==> config.mk <==
export PLATFORM = sky130hd
export DESIGN_NAME = spi_master_param
export DESIGN_NICKNAME = d
export VERILOG_FILES = /design/src/rtl/spi_master_param.sv
export SDC_FILE = /design/constraint.sdc
export NUM_CORES = 1
export LEC_CHECK = 0
export BUFFER_PORTS_ARGS = -buffer_cell sky130_fd_sc_hd__buf_2
export CAP_MARGIN = 20
export CORE_UTILIZATION = 57
export DETAILED_ROUTE_END_ITERATION = 10
export GPL_TIMING_DRIVEN = 0
export PLACE_DENSITY = 0.8
export SKIP_CTS_REPAIR_TIMING = 1
export SLEW_MARGIN = 5
export SYNTH_ARGS = -nofsm -noshare
export SYNTH_HDL_FRONTEND = slang
export SYNTH_SLANG_ARGS = --single-unit
==> constraint.sdc <==
create_clock -name clk -period 2.6 [get_ports clk]
set_input_delay 0.52 -clock clk [delete_from_list [all_inputs] [get_ports clk]]
set_output_delay 0.52 -clock clk [all_outputs]
set_load 0.02 [all_outputs]
==> src/rtl/spi_master_param.sv <==
// -----------------------------------------------------------------------------
// spi_master_param
// Parametrised SPI master. Moves one DATA_WIDTH word per transfer and supports
// all four CPOL/CPHA modes, MSB- or LSB-first order, a programmable SCLK
// half-period (CLK_DIV clk cycles) and NUM_SLAVES active-low chip selects.
// Transfer sequence: IDLE -> SETUP -> TRANSFER -> HOLD -> IDLE.
//
// Ports:
//   clk                 system clock, all logic on posedge
//   reset               synchronous active-high reset
//   start               transfer request, sampled only in IDLE
//   slaveSelect         target slave 1..NUM_SLAVES (0 or larger is rejected)
//   cpol / cpha         SPI mode; lsb_first selects bit order
//   masterDataToSend    TX word, captured when start is accepted
//   masterDataReceived  last completed RX word (registered)
//   busy / done         transfer in progress / one-cycle end-of-transfer pulse
//   sel_err             one-cycle pulse when start is rejected
//   CS                  active-low chip selects, CS[k-1] selects slave k
//   SCLK / MOSI / MISO  serial interface
// -----------------------------------------------------------------------------
module spi_master_param #(
    parameter int DATA_WIDTH = 8,
    parameter int NUM_SLAVES = 3,
    parameter int CLK_DIV    = 2,
    parameter int SEL_W      = 4
) (
    input  logic                  clk,
    input  logic                  reset,
    input  logic                  start,
    input  logic [SEL_W-1:0]      slaveSelect,
    input  logic                  cpol,
    input  logic                  cpha,
    input  logic                  lsb_first,
    input  logic [DATA_WIDTH-1:0] masterDataToSend,
    output logic [DATA_WIDTH-1:0] masterDataReceived,
    output logic                  busy,
    output logic                  done,
    output logic                  sel_err,
    output logic [NUM_SLAVES-1:0] CS,
    output logic                  SCLK,
    output logic                  MOSI,
    input  logic                  MISO
);

    localparam int DIV_W  = $clog2(CLK_DIV + 1);
    localparam int EDGE_W = $clog2(2 * DATA_WIDTH);
    localparam logic [DIV_W-1:0]  DIV_LAST  = DIV_W'(CLK_DIV - 1);
    localparam logic [EDGE_W-1:0] EDGE_LAST = EDGE_W'(2 * DATA_WIDTH - 1);

    typedef enum logic [1:0] {
        IDLE     = 2'd0,
        SETUP    = 2'd1,
        TRANSFER = 2'd2,
        HOLD     = 2'd3
    } state_t;

    state_t                  state_r,   state_s;
    logic [DIV_W-1:0]        div_r,     div_s;
    logic [EDGE_W-1:0]       edge_r,    edge_s;
    logic [DATA_WIDTH-1:0]   tx_r,      tx_s;
    logic [DATA_WIDTH-1:0]   rx_r,      rx_s;
    logic                    cpha_r,    cpha_s;
    logic                    lsb_r,     lsb_s;
    logic                    sclk_r,    sclk_s;
    logic                    mosi_r,    mosi_s;
    logic [NUM_SLAVES-1:0]   cs_r,      cs_s;
    logic                    busy_r,    busy_s;
    logic                    done_r,    done_s;
    logic                    sel_err_r, sel_err_s;
    logic [DATA_WIDTH-1:0]   rx_data_r, rx_data_s;
    logic                    sel_valid_s;
    logic [NUM_SLAVES-1:0]   cs_sel_s;
    logic                    half_end_s;

    // Bit that goes on the wire next, given the shift order.
    function automatic logic first_bit(input logic [DATA_WIDTH-1:0] w, input logic lsb);
        if (lsb) begin
            return w[0];
        end else begin
            return w[DATA_WIDTH-1];
        end
    endfunction

    // Drop the bit just sent so the next one moves into the output position.
    function automatic logic [DATA_WIDTH-1:0] shift_tx(input logic [DATA_WIDTH-1:0] w, input logic lsb);
        if (lsb) begin
            return {1'b0, w[DATA_WIDTH-1:1]};
        end else begin
            return {w[DATA_WIDTH-2:0], 1'b0};
        end
    endfunction

    // Insert a received bit; after DATA_WIDTH shifts the first bit sits at the MSB
    // (MSB-first) or the LSB (LSB-first).
    function automatic logic [DATA_WIDTH-1:0] shift_rx(input logic [DATA_WIDTH-1:0] w,
                                                       input logic lsb, input logic b);
        if (lsb) begin
            return {b, w[DATA_WIDTH-1:1]};
        end else begin
            return {w[DATA_WIDTH-2:0], b};
        end
    endfunction

    // Decode slaveSelect into a validity flag and the active-low CS pattern.
    always_comb begin
        sel_valid_s = (slaveSelect != {SEL_W{1'b0}}) && (slaveSelect <= SEL_W'(NUM_SLAVES));
        for (int k = 0; k < NUM_SLAVES; k++) begin
            cs_sel_s[k] = (slaveSelect == SEL_W'(k + 1)) ? 1'b0 : 1'b1;
        end
    end

    // Next-state and next-output logic for the transfer FSM.
    always_comb begin
        state_s    = state_r;
        div_s      = div_r;
        edge_s     = edge_r;
        tx_s       = tx_r;
        rx_s       = rx_r;
        cpha_s     = cpha_r;
        lsb_s      = lsb_r;
        sclk_s     = sclk_r;
        mosi_s     = mosi_r;
        cs_s       = cs_r;
        busy_s     = busy_r;
        done_s     = 1'b0;
        sel_err_s  = 1'b0;
        rx_data_s  = rx_data_r;
        half_end_s = (div_r == DIV_LAST);

        case (state_r)
            IDLE: begin
                sclk_s = cpol;
                mosi_s = 1'b0;
                cs_s   = {NUM_SLAVES{1'b1}};
                busy_s = 1'b0;
                div_s  = {DIV_W{1'b0}};
                if (start && sel_valid_s) begin
                    state_s = SETUP;
                    busy_s  = 1'b1;
                    cs_s    = cs_sel_s;
                    tx_s    = masterDataToSend;
                    rx_s    = {DATA_WIDTH{1'b0}};
                    cpha_s  = cpha;
                    lsb_s   = lsb_first;
                    edge_s  = {EDGE_W{1'b0}};
                    // cpha=0 presents the first bit before the first edge.
                    mosi_s  = cpha ? 1'b0 : first_bit(masterDataToSend, lsb_first);
                end else if (start) begin
                    sel_err_s = 1'b1;
                end else begin
                    state_s = IDLE;
                end
            end

            SETUP: begin
                if (half_end_s) begin
                    state_s = TRANSFER;
                    div_s   = {DIV_W{1'b0}};
                    edge_s  = {EDGE_W{1'b0}};
                end else begin
                    div_s = div_r + DIV_W'(1);
                end
            end

            TRANSFER: begin
                if (half_end_s) begin
                    div_s  = {DIV_W{1'b0}};
                    sclk_s = ~sclk_r;
                    edge_s = edge_r + EDGE_W'(1);
                    // Even edge index = leading edge, odd = trailing edge.
                    if (!edge_r[0]) begin
                        if (cpha_r) begin
                            mosi_s = first_bit(tx_r, lsb_r);
                            tx_s   = shift_tx(tx_r, lsb_r);
                        end else begin
                            rx_s = shift_rx(rx_r, lsb_r, MISO);
                        end
                    end else begin
                        if (cpha_r) begin
                            rx_s = shift_rx(rx_r, lsb_r, MISO);
                        end else if (edge_r != EDGE_LAST) begin
                            tx_s   = shift_tx(tx_r, lsb_r);
                            mosi_s = first_bit(shift_tx(tx_r, lsb_r), lsb_r);
                        end else begin
                            mosi_s = mosi_r;
                        end
                    end
                    if (edge_r == EDGE_LAST) begin
                        state_s = HOLD;
                    end else begin
                        state_s = TRANSFER;
                    end
                end else begin
                    div_s = div_r + DIV_W'(1);
                end
            end

            HOLD: begin
                if (half_end_s) begin
                    state_s   = IDLE;
                    div_s     = {DIV_W{1'b0}};
                    cs_s      = {NUM_SLAVES{1'b1}};
                    mosi_s    = 1'b0;
                    busy_s    = 1'b0;
                    done_s    = 1'b1;
                    rx_data_s = rx_r;
                end else begin
                    div_s = div_r + DIV_W'(1);
                end
            end

            default: begin
                state_s = IDLE;
            end
        endcase
    end

    // State and output registers; reset discards any transfer in flight.
    always_ff @(posedge clk) begin
        if (reset) begin
            state_r   <= IDLE;
            div_r     <= {DIV_W{1'b0}};
            edge_r    <= {EDGE_W{1'b0}};
            tx_r      <= {DATA_WIDTH{1'b0}};
            rx_r      <= {DATA_WIDTH{1'b0}};
            cpha_r    <= 1'b0;
            lsb_r     <= 1'b0;
            sclk_r    <= 1'b0;
            mosi_r    <= 1'b0;
            cs_r      <= {NUM_SLAVES{1'b1}};
            busy_r    <= 1'b0;
            done_r    <= 1'b0;
            sel_err_r <= 1'b0;
            rx_data_r <= {DATA_WIDTH{1'b0}};
        end else begin
            state_r   <= state_s;
            div_r     <= div_s;
            edge_r    <= edge_s;
            tx_r      <= tx_s;
            rx_r      <= rx_s;
            cpha_r    <= cpha_s;
            lsb_r     <= lsb_s;
            sclk_r    <= sclk_s;
            mosi_r    <= mosi_s;
            cs_r      <= cs_s;
            busy_r    <= busy_s;
            done_r    <= done_s;
            sel_err_r <= sel_err_s;
            rx_data_r <= rx_data_s;
        end
    end

    assign masterDataReceived = rx_data_r;
    assign busy               = busy_r;
    assign done               = done_r;
    assign sel_err            = sel_err_r;
    assign CS                 = cs_r;
    assign SCLK               = sclk_r;
    assign MOSI               = mosi_r;

endmodule

==> metrics.csv <==
metric,value,unit
cts_max_level,2,
synthesis.area,0.00216,mm2
synthCells,255,
critPathRequiredTime,2.83,ns
coreArea,0.00366,mm2
start_util,59.1,%
die_y,63.6,um
synth_area_leader_cell,dfxtp_1,
n_fill_cell,327,
n_antenna_cell,0,
viasPerCell,5.91,
grt_first_pass_wirelength,8340,um
final.setup_skew,0.00505,ns
power_density,585,mW/mm2
io_buffers,34,
leakagePower,0.000935,uW
final_core_util,67.9,%
grt_overflow_total,0,
ys_async_sr_fraction,0,%
ys_ff_latch,42,
dp_cells,337,
antenna_left,0,
synth_warnings,0,
clockRootBuffer,clkbuf_8,
antenna_found_initial,0,
rsz0062_at_grt,no,
vias,2040,
grt_max_degree,13,
setup_tns,0,ns
period_share,81.0,%
place_hpwl,3630,um
start_kind,register,
cts_buffers,5,
fin_nets,322,
row_count,22,
worst_slew_pin_slew,0.855,ns
syn_avg_cell_area,8.49,um2
synth_edf_count,0,
maxSlewViolCount,0,
yosys-top-cells-area,"dfxtp_1 39%, nand2_1 6.8%, a21oi_1 6.5%, mux2i_1 6.0%, mux2_2 4.7%",
path_clk_slew,0.08,ns
total_power,1450,uW
maxCapViolations,0,
syn-num-nets,281,
dr.pass1.iters,4,
synthFlopType,dfxtp_1,
setup_viol,0,
die_area,0.00405,mm2
synth_top_cell_area_share,38.8,%
drt-wirelength-per-cell,14.4,um
synth-seq-area-share,38.8,%
finalHoldViolCount,0,
ios,35,
drt_wl_total,4970,um
ir_drop,372,uV
placed_area,0.00239,mm2
synth_common_cells,"42 x dfxtp_1, 39 x nand2_1, 28 x a21oi_1, 13 x mux2i_1, 11 x clkbuf_1",
synth.distinct_cells,46,
worstSetupPathType,reg2reg,
remaining_drc_errors,0,
track_usage,26.5,%
slew_headroom,42.6,%
stdcell_count,345,
crit_path_end_kind,register,
fp.dieW,63.6,um
drive_gt1_share,20.5,%
final.min_clock_period,2.11,ns
clock_path_buffers,2,
gp_congestion,0.802,
crit_fanout,10,
arrival,2.34,ns
yosysMostFrequentCell,dfxtp_1,
clkLatencyLatePin,0.30,ns
drt_iter0_markers,158,
grt_pass1_vias,1888,
design_area,0.00249,mm2
cts_tree,yes,
area_delta_synth_final,14.9,%
clock_sinks,42,
max_freq,0.475,GHz
status,"complete, no violations",
hold_path.class,reg2reg,
==> layer usage <==
metal / global-route usage, % / up-vias / part of all wire [%]
met5: 0 / - / 0
met3: 6.52 / 10 / 5.2
met1: 33.1 / 959 / 45
met4: 12.5 / 0 / 1.6
li1: - / 1015 / -
met2: 42.6 / 56 / 48
==> critical path, stage by stage (launching register included) <==
cell,delay [ns]
dfxtp_1,0.36
inv_1,0.09
ha_1,0.18
clkbuf_1,0.35
o31a_1,0.38
clkbuf_1,0.36
o21ai_0,0.16
a21oi_1,0.16
==> kinds of logic (layout without fill, tap and decap cells) <==
logic type	count (synthesis)	after routing	share of synthesized area (%)
fa+ha+maj	7	7	4.05
xor+xnor	2	2	0.809
mux	23	23	11.7
flops	42	42	38.8
simple gates	82	82	18.4
compound gates	73	73	21.3
buf+inv	26	68	4.91
==> registers in the layout (all words and copies together) (netlist names) <==
name	flops
sel_err	1
state_r	2
MOSI	1
rx_r	8
edge_r	4
cpha_r	1
masterDataReceived	8
tx_r	8
CS	3
SCLK	1
busy	1
lsb_r	1
div_r	2
done	1
==> power by group <==
group / switching, uW / internal [uW] / total, uW
combinational: 212 / 115 / 327
sequential: 20.5 / 670 / 690
clock: 223 / 214 / 437
==> path summary, 6_finish.rpt <==
| path | start | to | slack, ns | cells past startpoint |
|---|---|---|---|---|
| worst min register to register | div_r[0] | div_r[0] | 0.44 | 1 |
| worst max register to register | state_r[0] | edge_r[1] | 0.49 | 7 |
| worst max-delay path | state_r[0] | edge_r[1] | 0.49 | 7 |
| worst min-delay path | div_r[0] | div_r[0] | 0.44 | 1 |
==> stage by stage <==
stage	hold slack, ns	setup WS (ns)
after detailed placement	0.416	0.514
after floorplan	0.399	0.901
after CTS	0.430	0.482
after global routing	0.462	0.261
after global placement	0.412	0.531
final	0.441	0.495
==> cell usage in the layout (no fill, tap or decap), types with 2 or more instances in the layout <==
cell type,synthesis,final
a21o_1,2,2
a21oi_1,28,28
a311oi_1,3,3
a31oi_1,3,3
and3_1,2,2
buf_2,3,37
clkbuf_1,11,12
clkbuf_8,0,6
dfxtp_1,42,42
ha_1,7,7
inv_1,9,9
mux2_2,9,9
mux2i_1,13,13
nand2_1,39,39
nand3_1,3,3
nand4_1,10,10
nor2_1,10,10
nor3_1,2,2
nor4_1,4,4
o211ai_1,6,6
o21ai_0,10,10
o22ai_1,2,2
o31ai_1,10,10
or2_2,2,2
or3_1,2,2
or4_1,2,2
==> final cells by class <==
class                      count  area [um2]  share of cell area (%)
sequential                    42         841                    33.8
tap                           48        60.1                    2.42
inverter                       9        33.8                    1.36
clock buffer                   7        86.3                    3.47
buffer                        17        72.6                    2.92
timing repair buffer          34         170                    6.84
clock inverter                 1        5.00                   0.201
multi-input combinational    187        1220                    49.0
Note: power is estimated with default switching activity, not from simulation.
